**src/rtl/pipeline_ctrl.sv**
```systemverilog
// Pipeline latch controller: turns hazard stall/flush requests and memory handshake
// status into per-latch enable/flush strobes, with halt latching and perf counters.
module pipeline_ctrl (
    input  logic        CLK,
    input  logic        RST,
    input  logic        ihit,
    input  logic        dhit,
    input  logic        exmem_dren,
    input  logic        exmem_dwen,
    input  logic        lw_nop,
    input  logic        jmp_flush,
    input  logic        brch_flush,
    input  logic        wb_halt,
    output logic        pc_en,
    output logic        ifid_en,
    output logic        ifid_flush,
    output logic        idex_en,
    output logic        idex_flush,
    output logic        exmem_en,
    output logic        memwb_en,
    output logic        halt_out,
    output logic [15:0] stall_cycles,
    output logic [15:0] flush_count
);

    localparam int unsigned CNT_W = 16;
    localparam logic [CNT_W-1:0] CNT_MAX = {CNT_W{1'b1}};

    typedef enum logic [1:0] {
        RUN   = 2'd0,
        DWAIT = 2'd1,
        HALT  = 2'd2
    } state_t;

    state_t state, state_nx;
    logic   pend;
    logic   freeze;
    logic   redir;
    logic   flush_hit;

    assign freeze = (exmem_dren | exmem_dwen) & ~dhit;
    assign redir  = jmp_flush | brch_flush | pend;

    // State, deferred-flush flag and saturating counters
    always_ff @(posedge CLK or posedge RST) begin
        if (RST) begin
            state        <= RUN;
            pend         <= 1'b0;
            stall_cycles <= '0;
            flush_count  <= '0;
        end else begin
            state <= state_nx;
            if (state != HALT) begin
                if (freeze && (jmp_flush || brch_flush)) begin
                    pend <= 1'b1;
                end else if (flush_hit) begin
                    pend <= 1'b0;
                end
                if (!pc_en && stall_cycles != CNT_MAX) begin
                    stall_cycles <= stall_cycles + CNT_W'(1);
                end
                if (flush_hit && flush_count != CNT_MAX) begin
                    flush_count <= flush_count + CNT_W'(1);
                end
            end
        end
    end

    // Next state and prioritised latch strobes
    always_comb begin
        state_nx   = state;
        pc_en      = 1'b0;
        ifid_en    = 1'b0;
        ifid_flush = 1'b0;
        idex_en    = 1'b0;
        idex_flush = 1'b0;
        exmem_en   = 1'b0;
        memwb_en   = 1'b0;
        halt_out   = 1'b0;
        flush_hit  = 1'b0;

        if (state == HALT) begin
            halt_out = 1'b1;
        end else if (wb_halt) begin
            halt_out = 1'b1;
            state_nx = HALT;
        end else if (freeze) begin
            state_nx = DWAIT;
        end else begin
            state_nx = RUN;
            exmem_en = 1'b1;
            memwb_en = 1'b1;
            idex_en  = 1'b1;
            ifid_en  = 1'b1;
            if (redir) begin
                // A flush overrides the enable, so the fetch redirect proceeds even without ihit
                pc_en      = 1'b1;
                ifid_flush = 1'b1;
                idex_flush = 1'b1;
                flush_hit  = 1'b1;
            end else if (lw_nop) begin
                ifid_en    = 1'b0;
                idex_flush = 1'b1;
            end else if (!ihit) begin
                ifid_flush = 1'b1;
            end else begin
                pc_en = 1'b1;
            end
        end
    end

endmodule

```
**config.mk**
```make
export PLATFORM = sky130hd
export DESIGN_NAME = pipeline_ctrl
export DESIGN_NICKNAME = d
export VERILOG_FILES = /design/src/rtl/pipeline_ctrl.sv
export SDC_FILE = /design/constraint.sdc
export NUM_CORES = 1
export LEC_CHECK = 0
export CORE_ASPECT_RATIO = 1.5
export CORE_MARGIN = 2
export CORE_UTILIZATION = 51
export CTS_CLUSTER_DIAMETER = 50
export CTS_CLUSTER_SIZE = 20
export DETAILED_ROUTE_END_ITERATION = 12
export HOLD_SLACK_MARGIN = 0.05
export PLACE_DENSITY = 0.91
export SLEW_MARGIN = 20
export SYNTH_ARGS = -nofsm -noshare
export SYNTH_HDL_FRONTEND = slang
export SYNTH_SLANG_ARGS = --single-unit
```
**constraint.sdc**
```tcl
create_clock -name CLK -period 3 [get_ports CLK]
set_clock_uncertainty 0.2 [all_clocks]
set_input_delay 0.6 -clock CLK [delete_from_list [all_inputs] [get_ports CLK]]
set_output_delay 0.6 -clock CLK [all_outputs]
set_load 0.005 [all_outputs]
```
After elaboration in Yosys (flattened, before gate mapping)
Cells that the tools add are included.

Bitwise operators: 5. Equality and inequality tests: 4. Reduce and logical (&&, ||, !) cells: 9. Add/subtract/negate cells: 2. Multiplexer cells: 35.

Operators with widths (count): $mux 1 (34); $add 16x1->16 const B (2); $ne 16x16->1 const B (2); $reduce_and 2->1 (3); $logic_and 1x1->1 (3); $or 1x1->1 (3); $eq 2x2->1 const B (1); $mux 2 (1); $ne 2x2->1 const B (1); $reduce_bool 2->1 (1); $and 1x1->1 (1); $logic_not 1->1 (1); $logic_or 1x1->1 (1); $not 1->1 (1).

Word-level logic and storage cells: 59. Bits in registers: 35. Output and inout port bits: 40. Bits of input ports: 10.

Longest topological paths before layout
Gate-level depths: netlist of the first run.

Depth in word-level cells: 9. Mapped depth: 6.

Worst setup path before layout of the first run
No wires, ideal clock.

Path type: input to output. Start: input wb_halt. End: output ifid_flush. Stages: 4. Buffers on the path: 1. Data required time: 2.200 ns. Slack: 0.855 ns. Arrival: 1.345 ns. Cells stage by stage: or2_1 clkbuf_1 nor2_1 and2_1.

Cells in the longest elaborated chain, start to end: 2.

RTL lines: start, declared (line 13) `input logic wb_halt,`; $mux 1 (line 84) `end else if (wb_halt) begin`; $mux 1 (line 82) `if (state == HALT) begin`; end, declared (line 16) `output logic ifid_flush,`.

Every way passes these cells.

Worst setup path after layout of the first run
Start: input brch_flush. End: output pc_en.

Cells in the longest elaborated chain, start to end: 6.

RTL lines: start, declared (line 12) `input logic brch_flush,`; $or 1x1->1 (2 in series) (line 42) `assign redir = jmp_flush | brch_flush | pend;`; $mux 1 (line 95) `if (redir) begin`; $mux 1 (line 87) `end else if (freeze) begin`; $mux 1 (line 84); $mux 1 (line 82); end, declared (line 14) `output logic pc_en,`.

Every way passes these cells.

==> results of run 1 <==
## cell usage after synthesis, drive strengths merged (3+ instances only)
master	count
nor2	13
nor2b	3
nor4	3
and4	4
xor2	7
nand2	10
buf	4
nand4	10
or2	3
nand3	14
nor3	3
a211oi	3
dfrtp	35
xnor2	21
## kinds of logic after synthesis
| kind of cell | share of synthesized area [%] |
|---|---|
| flip-flops | 49.0 |
| AO/OA/AOI/OAI | 8.12 |
| multiplexers | 1.26 |
| AND/OR/NAND/NOR | 24.1 |
| XOR/XNOR | 13.7 |
| buffers and inverters | 2.38 |
| adder cells (fa/ha/maj) | 1.40 |
## power groups by stage
stage / clock network [W] / registers (W) / logic, W
6_report: 0.000439 / 0.000543 / 0.000139
5_1_grt: 0.000460 / 0.000550 / 0.000152
4_1_cts: 0.000450 / 0.000543 / 0.000142
3_5_place_dp: 0 / 0.000552 / 0.000140
3_3_place_gp: 0 / 0.000551 / 0.000135
2_1_floorplan: 0 / 0.000545 / 0.0000495
## through the flow
stage / total power, W / std cells / worst slack (ps)
floorplan: 0.000595 / 159 / 855
global placement: 0.000685 / 253 / 31.2
detailed placement: 0.000692 / 253 / 42.1
CTS: 0.00114 / 261 / 30.1
global route: 0.00116 / 262 / 3.43
finish: 0.00112 / 262 / 65.2
## path summary, 6_finish.rpt
| check | slack, ps | startpoint | end |
|---|---|---|---|
| max | 70 | brch_flush | pc_en |
| min | 290 | flush_count[9]$_DFFE_PP0P_ | flush_count[9]$_DFFE_PP0P_ |
| max reg2reg | 800 | stall_cycles[0]$_DFFE_PP0P_ | stall_cycles[7]$_DFFE_PP0P_ |
| min reg2reg | 290 | flush_count[9]$_DFFE_PP0P_ | flush_count[9]$_DFFE_PP0P_ |
| max in group asynchronous | 1780 | RST | stall_cycles[7]$_DFFE_PP0P_ |
| min in group asynchronous | 510 | RST | flush_count[5]$_DFFE_PP0P_ |
## repair_timing
action                                  CTS  global route
gates resized for setup                   0             1
endpoints found under the setup margin    0             2
setup buffers                             0             1
## area by class of cell
cell class	count	area (um^2)	share of cell area (%)
multi-input combinational	117	870	35.0
clock buffer	6	82.6	3.32
tap	42	52.6	2.12
inverter	2	7.51	0.302
sequential	35	876	35.3
timing repair buffer	58	561	22.6
clock inverter	2	35.0	1.41
## per-layer routing
metal,vias to the layer above,global-route usage (%)
li1,690,-
met4,0,6.92
met5,-,0
met1,680,25.1
met3,9,5.49
met2,38,34.8
## registers in the layout, indices dropped and copies added, names as in the netlist
name and flops:
stall_cycles 16, flush_count 16, pend 1, state 2
==> metrics, run 1 <==
clock buffers created by TritonCTS=5; Synth area leaders=sky130_fd_sc_hd__dfrtp_1, sky130_fd_sc_hd__xnor2_1, sky130_fd_sc_hd__nand3_1, sky130_fd_sc_hd__nand4_1, sky130_fd_sc_hd__xor2_1; fraction of layout cells with a size suffix above 1=11.8%; Post-Route M1 WL=1550 um; instance count of the mapped netlist=159; IR drop worst, VDD=0.436 mV; critical path's top delay family=buffers and inverters; sequential power share=48.4%; Hold/Removal Path Class=reg2reg; root buffer selected by CTS=sky130_fd_sc_hd__clkbuf_8; Post-synth EDFFs=0; CTS clk-pin slew, worst paths=70 ps; final hold violation count=0; crit path capture type=output pin; worst slew margin relative to its limit=67.7%; most common cell after layout, fill and taps aside=sky130_fd_sc_hd__clkdlybuf4s50_1; maximum single-stage delay on the critical path=560 ps; clock sinks=35; Sw Pwr=0.000266 W; total negative slack=0 ps; global-route usage over all layers=20.7%; worst endpoint required time=2200 ps; number of buffers on the longest clock path=2; share of the synthesized area in the top cell type=49.0%; initial antenna violation count=0; number of DRC markers after the initial detailed-route iteration=27; routed length on met2=1960 um; # rows=26; via density per instance=5.41; layout filler cell count=242; number of distinct library cell variants in the gate-level netlist after synthesis=39; highest net fanout along the worst path=5; standard cell area after detailed placement=2360 um^2; internal power component=0.000856 W; per-instance average area after synthesis=11.2 um^2; Hold Crit Depth=1; leakage power of the design=1.02 nW; vias in the first global route=1421; Comb pwr share=12.4%; Yosys top cell by area=sky130_fd_sc_hd__dfrtp_1; layout overhead on the synthesized area=38.9%; number of ports placed on the die boundary=50; Final setup viols=0; CTS H-tree depth=2; DR DRC count=0; logic depth of the worst setup path including buffers=4; run status=completed; clock latency on the worst-skew pair=290 ps; proportion of synthesized flip-flops having asynchronous set or reset=100%; Max Transition Viols Final=0; design area=2480 um^2; unrepaired setup endpoints after global routing=false; total number of nets in the final design=231; top library cells by usage in the layout, fill and taps aside=sky130_fd_sc_hd__clkdlybuf4s50_1, sky130_fd_sc_hd__dfrtp_1, sky130_fd_sc_hd__xnor2_1; final worst path period need=2930 ps; Buf+Inv Stages, Crit Path=2; die extent in y=76.5 um; Final ANT Viol Nets=0; First-pass DRT Iterations=4; final core occ=73.4%; first-pass GRT wire length=6340 um; DIE AREA=4010 um^2; starting density of the core=52.8%; count of port buffers added during placement=49; DP HPWL=2740 um; max-cap violations=0; net count of the mapped netlist=171; max frequency=341 MHz; maximum number of pins on one net before global-route repair=36; post-route clock period utilization=97.8%; clock group share of total power=39.2%; share of total power consumed by net switching=23.7%; post-synthesis register bit count=35; top flip-flop cell by instance count after synthesis=sky130_fd_sc_hd__dfrtp_1; share of synthesized area occupied by flip-flops and latches=49.0%; Final GP Congestion=0.744; tightest hold margin=295 ps; vias=1417; Hold-fix buffers, CTS=0; amount of wire on met3 after detailed routing=161 um; crit start category=input port; detailed-route wire length per cell=14.3 um; total congestion overflow after global routing=0; cell with the most instances on the worst path=sky130_fd_sc_hd__clkdlybuf4s50_1; detailed-route wire length=3730 um; CTS tree=done; Crit path arrival time=2130 ps; uppermost metal layer occupied by signal nets=met4; diodes inserted=0; core outline area=3380 um^2; slowest library cell on the worst path=sky130_fd_sc_hd__clkdlybuf4s50_1; Cell Chain, Critical Path=clkdlybuf4s50_1, nor3_4, a2111oi_4, clkdlybuf4s50_1; worst reg2reg path depth=6; Die Wd=52.3 um; critical path type=in2out; total standard cell area after synthesis=1790 um^2; total of warnings raised by yosys=0; total power per unit cell area=452 nW/um^2; slew at the pin closest to its max-slew limit=482 ps
Power figures use the tool's default switching activity.
==> inputs of run 2 (changes only) <==
==> constraint.sdc (replaced) <==
create_clock -name CLK -period 3 [get_ports CLK]
set_clock_uncertainty 0.2 [all_clocks]
set_input_delay 0.6 -clock CLK [delete_from_list [all_inputs] [get_ports CLK]]
set_output_delay 0.6 -clock CLK [all_outputs]
set_load 0.1 [all_outputs]
==> run 2 against run 1 <==
Setup slack better by 170 ps. Non-clock buffer count decreased by 2. First-iteration DRC count decreased by 41%. Sequential share of layout area down 0.18 points. Combinational power grew 150%. Flip-flop and latch count unchanged. Register-to-register slack better by 20 ps. Die area did not move.
==> metrics, run 2 (synthesis gave the netlist of run 1 again) <==
run status=completed; maximum single-stage delay on the critical path=410 ps; vias in the first global route=1456; max-cap violations=0; DP HPWL=3080 um; max frequency=362 MHz; clock latency on the worst-skew pair=290 ps; global-route usage over all layers=22.1%; diodes inserted=0; critical path type=in2out; internal power component=0.000823 W; worst endpoint required time=2200 ps; met1 routing resource usage after global routing=21.7%; sequential power share=41.5%; most common cell after layout, fill and taps aside=sky130_fd_sc_hd__buf_4; number of DRC markers after the initial detailed-route iteration=16; initial antenna violation count=0; total negative slack=0 ps; GR met3 Demand/Resource=5.88%; DR DRC count=0; crit start category=input port; die extent in y=76.5 um; Final setup viols=0; final worst path period need=2760 ps; Hold-fix buffers, CTS=0; via density per instance=5.50; Crit path arrival time=1960 ps; total number of nets in the final design=229; Buf+Inv Stages, Crit Path=3; slew at the pin closest to its max-slew limit=462 ps; First-pass DRT Iterations=4; number of ports placed on the die boundary=50; Hold/Removal Path Class=reg2reg; Final ANT Viol Nets=0; Cell Chain, Critical Path=clkdlybuf4s50_1, o21ba_1, buf_4, a211oi_4, buf_12; worst slack, placed=187 ps; core outline area=3380 um^2; Die Wd=52.3 um; total congestion overflow after global routing=0; count of port buffers added during placement=49; leakage power of the design=1.10 nW; root buffer selected by CTS=sky130_fd_sc_hd__clkbuf_8; slowest library cell on the worst path=sky130_fd_sc_hd__clkdlybuf4s50_1; highest net fanout along the worst path=5; unrepaired setup endpoints after global routing=false; post-route clock period utilization=92.1%; Most Crowded Layer GR=met2; CTS clk-pin slew, worst paths=70 ps; DIE AREA=4010 um^2; fraction of layout cells with a size suffix above 1=31.2%; critical path's top delay family=buffers and inverters; crit path capture type=output pin; top library cells by usage in the layout, fill and taps aside=sky130_fd_sc_hd__buf_4, sky130_fd_sc_hd__dfrtp_1, sky130_fd_sc_hd__xnor2_1; clock sinks=35; starting density of the core=52.8%; clock buffers created by TritonCTS=5; number of buffers on the longest clock path=2; IR drop worst, VDD=0.475 mV; worst slew margin relative to its limit=68.7%; detailed-route wire length=4040 um; final hold violation count=0; CTS tree=done; vias=1430; first-pass GRT wire length=6600 um; # rows=26; layout overhead on the synthesized area=39.6%; cts repair resizes=0; fraction of met2 tracks used by global routing=41.0%; Sw Pwr=0.000483 W; Worst Setup Slack, final=237 ps; detailed-route wire length per cell=15.5 um; registers with the most flip-flops=flush_count (16), stall_cycles (16), state (2); Comb pwr share=26.2%; Final GP Congestion=0.759; post-CTS setup-driven buffer insertion count=0; total power per unit cell area=523 nW/um^2; CTS H-tree depth=2; clock group share of total power=32.3%; share of total power consumed by net switching=37.0%; maximum number of pins on one net before global-route repair=36; Max Transition Viols Final=0
-- run 2: changes by cell type in the layout (fill, tap and decap cells not counted), sizes merged --
cell	change
clkdlybuf4s50	-39
dlymetal6s2s	-1
buf	+38
clkinv	+1
clkbuf	-1
-- run 2: routing by layer --
layer	routed length (um)	vias to the layer above
met3	212	10
met5	0	-
li1	-	679
met2	2270	46
met1	1460	695
met4	104	0
-- run 2: through the flow --
step	util, %	power (W)	hold slack, ps	std cells	cell area [um^2]
after floorplan	-	0.000805	332	159	1830
after global placement	70.5	0.000891	287	252	2380
after detailed placement	70.5	0.000897	299	252	2380
after CTS	73.8	0.00132	310	260	2500
after global routing	73.8	0.00135	319	260	2500
final	73.8	0.00131	316	260	2500
-- run 2: area by class of cell --
class	instances	area [um^2]
clock buffers	5	68.8
clock inverters	3	43.8
fillers	253	887
inverters	2	7.51
multi-input cells	117	905
flip-flops and latches	35	876
well taps	42	52.6
repair buffers	56	543
-- run 2: worst paths after layout --
kind                                              start                           end  slack (ps)  cells after the start
setup / recovery                             exmem_dwen                    idex_flush         240                      5
hold / removal             stall_cycles[14]$_DFFE_PP0P_  stall_cycles[14]$_DFFE_PP0P_         320                      1
setup reg to reg            stall_cycles[0]$_DFFE_PP0P_  stall_cycles[15]$_DFFE_PP0P_         820                      6
hold reg to reg            stall_cycles[14]$_DFFE_PP0P_  stall_cycles[14]$_DFFE_PP0P_         320                      1
max in group asynchronous                           RST    flush_count[9]$_DFFE_PP0P_        1780                      3
min in group asynchronous                           RST   flush_count[12]$_DFFE_PP0P_         500                      3
-- run 2: power groups by stage --
stage               combinational, W  sequential (W)  clock, W
global placement            0.000341        0.000550         0
floorplan                  0.0000528        0.000753         0
finish                      0.000342        0.000543  0.000421
CTS                         0.000345        0.000544  0.000429
global route                0.000355        0.000548  0.000447
detailed placement          0.000345        0.000552         0
==> RTL change, RTL diff (config.mk and constraints of run 1) <==
The localparam `CNT_W` goes from 16 to 12.
--- a/src/rtl/pipeline_ctrl.sv
+++ b/src/rtl/pipeline_ctrl.sv
@@ -23,7 +23,7 @@
     output logic [15:0] flush_count
 );
 
-    localparam int unsigned CNT_W = 16;
+    localparam int unsigned CNT_W = 12;
     localparam logic [CNT_W-1:0] CNT_MAX = {CNT_W{1'b1}};
 
     typedef enum logic [1:0] {
Behaviour: same outputs for any inputs over 10 cycles, from zero or initial values and one cycle with RST high; that may be too few to reach the edited logic, so the function may still have changed.
==> RTL change against run 1 <==
  * Worst setup slack gained 52 ps
  * Worst hold slack gained 12 ps
  * Final cell count grew 4.6%
  * Sequential cell count is the same
  * First-iteration DRC count grew 56%
  * Non-clock buffer count shrank 1
  * Synthesized area shrank 0.21%
  * Critical path depth is the same
  * Routed wire length grew 11%
  * Cell area shrank 1.8%
  * Sequential share of layout area grew 0.65 points
  * Largest cell class unchanged
Power is not compared: it rests on default switching activity, and its combinational part moved more than twofold at a synthesized area within 25%.
==> RTL change: results (changes against run 1) <==
clock share of power = 0.396
# nets final = 243 (+5.2%)
total wire length = 4150 microns (+11%)
worst setup margin = 118 ps (+52.5 ps)
R2R Path End = flush_count[6]$_DFFE_PP0P_
met1 usage = 0.258 (+0.00654)
sequential fraction of the synthesis area = 0.491 (+0.00103)
min-delay src = flush_count[15]$_DFFE_PP0P_
Initial DRC Count = 42 (+56%)
Filler cells = 254 (+5.0%)
gpl congestion = 0.731 (-1.8%)
Setup Buffers After CTS = 0 (unchanged)
via/cell ratio = 5.51 (+1.8%)
share of cells above drive strength 1 = 0.0905 (-0.0277)
met3 Use GR = 0.0765 (+0.0216)
WHS = 307 ps (+12.0 ps)
clk slew on worst S/H paths = 70 ps (about the same)
DP Worst Slack = 18.7 ps (-23.4 ps)
CTS Buf Count = 5 (unchanged)
syn_nets = 184 (+7.6%)
PostCTS Resize Cnt = 0 (unchanged)
status = finished clean
Clk Latency, worst-skew pair = 290 ps (about the same)
Tightest Pin Transition = 518 ps (+35.7 ps)
reg2reg start = flush_count[12]$_DFFE_PP0P_
DR top layer = met4
routed len/inst = 15.1 microns (+6.3%)
met2 WL = 2250 microns (+15%)
crit path from = jmp_flush
met2 Resource Use GR = 0.383 (+0.0350)
Hold EP = flush_count[15]$_DFFE_PP0P_
CP Max Fanout = 3 (-2)
Detail Placement HPWL = 3010 microns (+10%)
WL met1 = 1530 microns (-0.90%)
FF/Latch Area = 876 sq um (unchanged)
met3 WL = 235 microns (+46%)
VDD IR-drop max = 373 uV
P_int = 651 uW
reg2reg setup slack = 770 ps (-30 ps)
# diodes = 0 (unchanged)
Synth Area per Inst = 10.4 sq um (-7.8%)
first-pass GRT wire length = 6980 microns (+10%)
Inst Count DP = 266 (+5.1%)
Power, Total = 838 uW
worst reg2reg path depth = 5 (-1)
Synth top cells by count = dfrtp_1 (35), nand2_1 (20), xnor2_1 (19)
ranking of synthesized cells by area = dfrtp_1 (49%), xnor2_1 (9.3%), xor2_1 (5.4%), nand2_1 (4.2%), nand4_1 (3.9%)
CP Data Arrival Time = 2080 ps (-50 ps)
number of global-route vias before repair = 1538 (+8.2%)
crit path capture = idex_flush
Synth cell types = 32 (-18%)
IO Port Bufs = 49 (unchanged)
Setup Viol. Count Final = 0 (unchanged)
top-area cell type share of the netlist area = 0.491 (+0.00103)
Placed Area = 0.00235 sq mm (about the same)
leakage power = 0.00107 uW
GRT Total Usage = 0.235 (+0.0276)
==> RTL change: changes by cell type after synthesis, moves of 3 or more <==
| cell | change |
|---|---|
| nor3_1 | +6 |
| inv_1 | +3 |
| nor4_1 | +4 |
| xor2_1 | +4 |
| nand2_1 | +10 |
==> RTL change: layout make-up <==
class,instances,area share
timing repair buffer,57,0.227
sequential,35,0.359
tap,42,0.0215
multi-input combinational,127,0.351
clock buffer,7,0.0313
clock inverter,1,0.00205
inverter,5,0.00770
==> RTL change: critical path, stage by stage <==
cell and delay (ps):
clkdlybuf4s50_1 430, or3_4 430, o21a_1 180, clkdlybuf4s50_1 440
==> RTL change: cell families (layout without fill, tap and decap cells) <==
kind of cell | after synthesis | after routing | share of synthesized area
buffers and inverters | 10 | 70 | 0.0288
AND/OR/NAND/NOR | 87 | 87 | 0.280
adder cells (fa/ha/maj) | 2 | 2 | 0.0140
flip-flops | 35 | 35 | 0.491
AO/OA/AOI/OAI | 8 | 8 | 0.0386
XOR/XNOR | 30 | 30 | 0.147
